$ cat config.mk
export PLATFORM = sky130hd
export DESIGN_NAME = hs_ram_arbiter
export DESIGN_NICKNAME = d
export VERILOG_FILES = /design/src/rtl/hs_ram_arbiter.sv
export SDC_FILE = /design/constraint.sdc
export NUM_CORES = 1
export LEC_CHECK = 0
export BUFFER_PORTS_ARGS = -buffer_cell sky130_fd_sc_hd__buf_2
export CORE_MARGIN = 5
export CORE_UTILIZATION = 41
export DETAILED_ROUTE_END_ITERATION = 6
export PLACE_DENSITY = 0.85
export SKIP_LAST_GASP = 1
export SLEW_MARGIN = 20
export SYNTH_ARGS = -nofsm -noshare
export SYNTH_HDL_FRONTEND = slang
export SYNTH_SLANG_ARGS = --single-unit
export TNS_END_PERCENT = 5
$ cat constraint.sdc
create_clock -name clk_sys -period 3.9 [get_ports clk_sys]
set_input_delay 0.39 -clock clk_sys [delete_from_list [all_inputs] [get_ports clk_sys]]
set_output_delay 0.39 -clock clk_sys [all_outputs]
set_load 0.01 [all_outputs]
$ cat src/rtl/hs_ram_arbiter.sv
// Shares the CPU work RAM with the hiscore engine by pausing the CPU, settling, then muxing one access per request.
// Optional HS_ARB_TIMEOUT_EN: abandon a pause request that is never acknowledged and pulse hs_err.
module hs_ram_arbiter #(
  parameter int AW      = 11,
  parameter int DW      = 8,
  parameter int SETTLE  = 4,
  parameter int TIMEOUT = 1023
) (
  input  logic          clk_sys,
  input  logic          reset,
  input  logic [AW-1:0] cpu_addr,
  input  logic [DW-1:0] cpu_din,
  input  logic          cpu_we,
  output logic [DW-1:0] cpu_dout,
  input  logic          hs_req,
  input  logic          hs_we,
  input  logic [AW-1:0] hs_addr,
  input  logic [DW-1:0] hs_din,
  input  logic          hs_hold,
  output logic          hs_ack,
  output logic [DW-1:0] hs_dout,
  output logic          hs_err,
  output logic          pause_req,
  input  logic          pause_ack,
  output logic [AW-1:0] ram_addr,
  output logic [DW-1:0] ram_din,
  output logic          ram_we,
  input  logic [DW-1:0] ram_dout
);

  typedef enum logic [2:0] {S_IDLE, S_PAUSE, S_SETTLE, S_ACCESS, S_WAIT, S_HELD} state_t;

  localparam logic [3:0] SETTLE_LOAD = 4'(SETTLE - 1);

  state_t     state_q, state_d;
  logic [3:0] cnt_q;
  logic       sel_q;
  logic       timeout_hit;

`ifdef HS_ARB_TIMEOUT_EN
  logic [9:0] tcnt_q;

  always_ff @(posedge clk_sys or posedge reset) begin
    if (reset)
      tcnt_q <= '0;
    else if (state_q == S_PAUSE && state_d == S_PAUSE)
      tcnt_q <= tcnt_q + 10'd1;
    else
      tcnt_q <= '0;
  end

  assign timeout_hit = (state_q == S_PAUSE) && hs_req && !pause_ack && (tcnt_q == 10'(TIMEOUT));
  assign hs_err      = timeout_hit;
`else
  // Without the timeout build PAUSE waits forever.
  assign timeout_hit = 1'b0 & (TIMEOUT > 0);
  assign hs_err      = 1'b0;
`endif

  always_comb begin
    state_d = state_q;
    hs_ack  = 1'b0;
    case (state_q)
      S_IDLE:   if (hs_req) state_d = S_PAUSE;
      S_PAUSE: begin
        if (!hs_req)          state_d = S_IDLE;
        else if (pause_ack)   state_d = S_SETTLE;
        else if (timeout_hit) state_d = S_IDLE;
      end
      S_SETTLE: begin
        if (!pause_ack)       state_d = S_PAUSE;
        else if (cnt_q == '0) state_d = S_ACCESS;
      end
      S_ACCESS: state_d = S_WAIT;
      S_WAIT: begin
        hs_ack  = 1'b1;
        state_d = hs_hold ? S_HELD : S_IDLE;
      end
      S_HELD: begin
        // CPU is still frozen here, so a new request skips the settle interval.
        if (!hs_req && !hs_hold) state_d = S_IDLE;
        else if (!pause_ack)     state_d = S_PAUSE;
        else if (hs_req)         state_d = S_ACCESS;
      end
      default:  state_d = S_IDLE;
    endcase
  end

  always_ff @(posedge clk_sys or posedge reset) begin
    if (reset) begin
      state_q <= S_IDLE;
      sel_q   <= 1'b0;
      cnt_q   <= '0;
      hs_dout <= '0;
    end else begin
      state_q <= state_d;
      sel_q   <= (state_d == S_ACCESS);
      if (state_q == S_PAUSE)
        cnt_q <= SETTLE_LOAD;
      else if (state_q == S_SETTLE && cnt_q != '0)
        cnt_q <= cnt_q - 4'd1;
      if (state_q == S_WAIT && !hs_we)
        hs_dout <= ram_dout;
    end
  end

  assign pause_req = (state_q != S_IDLE);
  assign ram_addr  = sel_q ? hs_addr : cpu_addr;
  assign ram_din   = sel_q ? hs_din  : cpu_din;
  assign ram_we    = sel_q ? hs_we   : cpu_we;
  assign cpu_dout  = ram_dout;

endmodule

Yosys cells after proc, flatten, opt, wreduce, memory -nomap -nowiden

Cells that the tools add are included.

Add/subtract/negate cells: 1
Multiply operators: 0
Div/mod/pow operators: 0
$lt $le $gt $ge: 0
Equal/unequal tests: 6
Shift-type cells: 0
Mux-type cells: 16
Bitwise operators: 0
Reductions and logical operators: 11

Operators with widths:

| kind                | count |
|---|---|
| $mux 3              | 9 |
| $pmux 3 s6          | 1 |
| $mux 11             | 1 |
| $eq 3x2->1 const B  | 3 |
| $mux 4              | 2 |
| $mux 8              | 1 |
| $eq 3x3->1 const B  | 2 |
| $logic_not 4->1     | 1 |
| $reduce_bool 4->1   | 1 |
| $sub 4x1->4 const B | 1 |
| $eq 3x1->1 const B  | 1 |
| $logic_and 1x1->1   | 3 |
| $logic_not 1->1     | 3 |
| $logic_not 3->1     | 1 |
| $reduce_bool 3->1   | 1 |
| $mux 1              | 2 |
| $reduce_bool 2->1   | 1 |

Flip-flop bits (word level): 16
Bits in latches: 0
RAM bits: 0
Bits in read-only memories: 0
Input bits: 53
Output and inout port bits: 39
Logic and storage cells: 38
Memories kept: 0

Longest topological paths before layout

Depth in word-level cells: 5
Gate-level depth with buffers: 5

Worst setup path before layout

No wires, ideal clock.

Path type: reg2reg
Start: register state_q[2]
End: register cnt_q[3]
Library setup time: 78 ps
Arrival time: 1500 ps
Slack: 2322 ps
Cell stages (with the launch flop): 5
Buffers on the path: 1
Clock period less this slack: 1578 ps
Cells stage by stage: dfrtp_1 > or3b_1 > clkbuf_2 > or4_1 > a21boi_1

Word-level cells in the longest chain between the ends: 3
Elaborated cells between the ends (all ways): 5
Classes of those cells: 2 x eq/ne; 1 x mux; 2 x reduce/logical

RTL lines:

| what                               | line | RTL |
|---|---|---|
| start, declared                    | 35   | `state_t state_q, state_d;` |
| start signal, assigned             | 96   | `state_q <= state_d;` |
| $eq 3x2->1                         | 100  | `else if (state_q == S_SETTLE && cnt_q != '0)` |
| $logic_and 1x1->1                  | 100  |  |
| $reduce_bool 2->1 (no source line) | -    |  |
| end signal, assigned               | 101  | `cnt_q <= cnt_q - 4'd1;` |
| end, declared                      | 36   | `logic [3:0] cnt_q;` |

Several ways; a longest one is shown, not always the timed one.
A chain may end at the register's enable or synchronous reset.

Worst setup path after layout

Start: register sel_q
End: output port ram_din[0]

Word-level cells in the longest chain between the ends: 1

RTL lines:

| what                   | line | RTL |
|---|---|---|
| start, declared        | 37   | `logic sel_q;` |
| start signal, assigned | 97   | `sel_q <= (state_d == S_ACCESS);` |
| $mux 8                 | 109  | `assign ram_din = sel_q ? hs_din : cpu_din;` |
| end, declared          | 26   | `output logic [DW-1:0] ram_din,` |

No other way between the ends.

==> summary.md <==
| Metric | Value |
|---|---|
| Critical path type | reg -> out |
| Final WS setup | 1796 ps |
| Synth cell types | 30 |
| Worst-margin pin slew | 785.0 ps |
| Initial antenna violation count | 0 |
| Std cell rows | 18 |
| Placer's final routability congestion estimate | 0.6549 |
| Worst flop-to-flop path startpoint | state_q[1]$_DFF_PP0_ |
| Final number of setup-violating endpoints | 0 |
| Post_cts resized | 0 |
| Hold_buf cts | 0 |
| Worst path required time | 3510 ps |
| CTS Buf Count | 3 |
| Setup bufs post-CTS | 0 |
| Synth Net Count | 155 |
| Max Slew Vio Count | 0 |
| Skew final | 3.575 ps |
| Most common cell after layout, fill and taps aside | buf_2 |
| GR Overflow Total | 0 |
| Total chip power | 727.0 uW |
| Hold Fails Final Rpt | 0 |
| IO buf count | 90 |
| Average size of a mapped cell | 10.75 um^2 |
| Reg2reg setup slack | 2110 ps |
| Die H | slightly above 60 um |
| Upper clock frequency limit | roughly 480 MHz |
| Reg-to-reg endpoint | hs_dout[4]$_DFFE_PP0P_ |
| Critical path's largest stage delay | 860 ps |
| H-tree depth | 1 |
| CP Launch Type | register |
| VDD IR max | approximately 0.29 mV |
| Core Region | around 2500 um^2 |
| Crit path max fanout | 20 |
| Area occupied by multi-input gates | around 560 um^2 |
| Max-cap violations | 0 |
| Number of global-route vias before repair | 1077 |
| Final WL | 3.369 mm |
| Full die area | 3745 um^2 |
| Vias after detailed routing | 1059 |
| Final worst-path cycle share | 0.5395 |
| Clk slew on worst S/H paths | 90 ps |
| Worst relative slew slack | 0.4767 |
| RSZ-0062 raised after global routing | false |
| Cell Area, Synth | 1075 um^2 |
| Dpl hpwl | 2.883 mm |
| Finished Core Util | 0.6031 |
| Fin Setup TNS | 0 ps |
| Initial cell density of the core | 0.4299 |
| DR DRC count | 0 |
| Seq. cell area | 400.4 um^2 |
| Final antenna-violating net count | 0 |
| Syn Inst Count | 100 |
| Worst Hold Class | in -> async |
| First-pass DRT Iterations | 4 |
| Detailed Route Iter0 Violations | 6 |
| Worst Setup SP | sel_q$_DFF_PP0_ |
| Layout cells sized above 1 | 0.6944 |
| Min Hold Slack | 154.9 ps |
| Layout Nets | roughly 240 |
| CTS root buf | clkbuf_4 |
| FF+latch count, synth | 16 |
| Nature of the critical path endpoint | output port |
| Ant. Diodes | 0 |
| Post-Place Setup Slack | 2121 ps |
| Pin count of the biggest net entering global routing | 21 |
| Outcome | completed |
| Layout area overhead | 40.28% |
| Yosys warning count | 0 |
| Tmin final | 2104 ps |
| Overall routing resource usage | 0.1730 |
| Sequential area share after synthesis | 0.3725 |
| Routed vias/inst | 5.043 |
| Clk sinks | 16 |
| Cell chain of the critical path | mux2_2 > buf_2 |
| Leakage power figure | 0.0008036 uW |
| TritonCTS clock tree | yes |
| WL per Instance | between 15 and 20 um |
| Crit path DAT | roughly 1700 ps |
| Die Wd | between 60 and 70 um |
| Longest Clk Path Bufs | 2 |
| Clock Latency Late Sink | 280 ps |
| Highest-count cells in the layout ignoring fill and taps | buf_2, mux2_2, dfrtp_1 |
| Number of fill cells | 216 |
| Crit path capture | ram_din[0] |
| First-pass GRT wire length | 4.719 mm |
| PwrDens | 482.2 nW/um^2 |
| Critical-path top delay cell | dfrtp_1 |
| Worst Reg2Reg Path Length in Cells | 3 |
| Number of I/O pins | 92 |
==> cell type report <==
cell class                      instances  area share
Tap cell                               30     0.02490
Inverter                                6     0.01494
Sequential cell                        16      0.2656
Multi-Input combinational cell         64      0.3718
Clock buffer                            4     0.02407
Timing Repair Buffer                   90      0.2988
==> routing by layer <==
metal / vias to the layer above / GRT usage / part of all wire
met5: - / 0 / 0
met4: 0 / 0.06811 / 0.019
met3: 8 / 0.03983 / 0.12
met2: 61 / 0.3429 / 0.54
met1: 479 / 0.1691 / 0.32
li1: 511 / - / -
==> worst max-delay path, delay by kind of cell, from the launching register on <==
kind	cells	cell delay (ps)
multiplexers	1	430
buffers and inverters	1	140
flip-flops	1	860
==> flip-flops by register name (all words and copies together), names as in the netlist <==
register and cells:
cnt_q 4, hs_dout 8, state_q 3, sel_q 1
==> where the power goes <==
group | switching, uW | total, uW | internal, uW | leakage, uW
clock network | 51.4 | 108 | 56.8 | 0.0000210
registers | 62.8 | 290 | 227 | 0.000198
logic | 154 | 328 | 175 | 0.000585
total | 268 | 727 | 459 | 0.000804
==> cell usage after synthesis (all sizes together) <==
cell type   n  share of area
a31oi       1         0.0058
a2bb2oi     1         0.0082
o22ai       1         0.0058
nor3b       2          0.014
o311ai      1         0.0082
nand2       2         0.0070
or4b        1         0.0093
or3         3          0.017
mux2       28           0.29
or4         1         0.0070
a21boi      1         0.0070
buf        10          0.070
inv         6          0.021
nor2b       1         0.0058
nor3        1         0.0093
nand3       2         0.0093
dfrtp      16           0.37
nand2b      1         0.0058
and3b       1         0.0082
clkbuf      4          0.015
o211ai      2          0.014
ha          2          0.023
a21oi       1         0.0047
nor2        2         0.0070
o21ai       5          0.023
conb        1         0.0035
o41ai       1         0.0082
or3b        2          0.016
==> through the flow <==
step | cell area [um^2] | instances
floorplan | 1075 | 100
global placement | 1471 | 206
CTS | 1508 | 210
finish | 1508 | 210
detailed placement | 1471 | 206
global route | 1508 | 210
==> worst min path at each step <==
stage,slack [ps],cells after the start,end
2_1_floorplan,300,1,cnt_q[0]$_DFFE_PP0P_
3_3_place_gp,470,2,hs_dout[7]$_DFFE_PP0P_
3_5_place_dp,480,2,hs_dout[7]$_DFFE_PP0P_
4_1_cts,170,2,hs_dout[7]$_DFFE_PP0P_
5_1_grt,200,2,cnt_q[3]$_DFFE_PP0P_
6_report,150,2,hs_dout[2]$_DFFE_PP0P_
==> logic make-up after synthesis <==
family          share of synthesized area
mux                                0.2934
buf+inv                            0.1059
simple gates                       0.1164
flops                              0.3725
compound gates                    0.08498
fa+ha+maj                         0.02328
other cells                      0.003489
No activity file was read; power rests on OpenSTA's default activity.
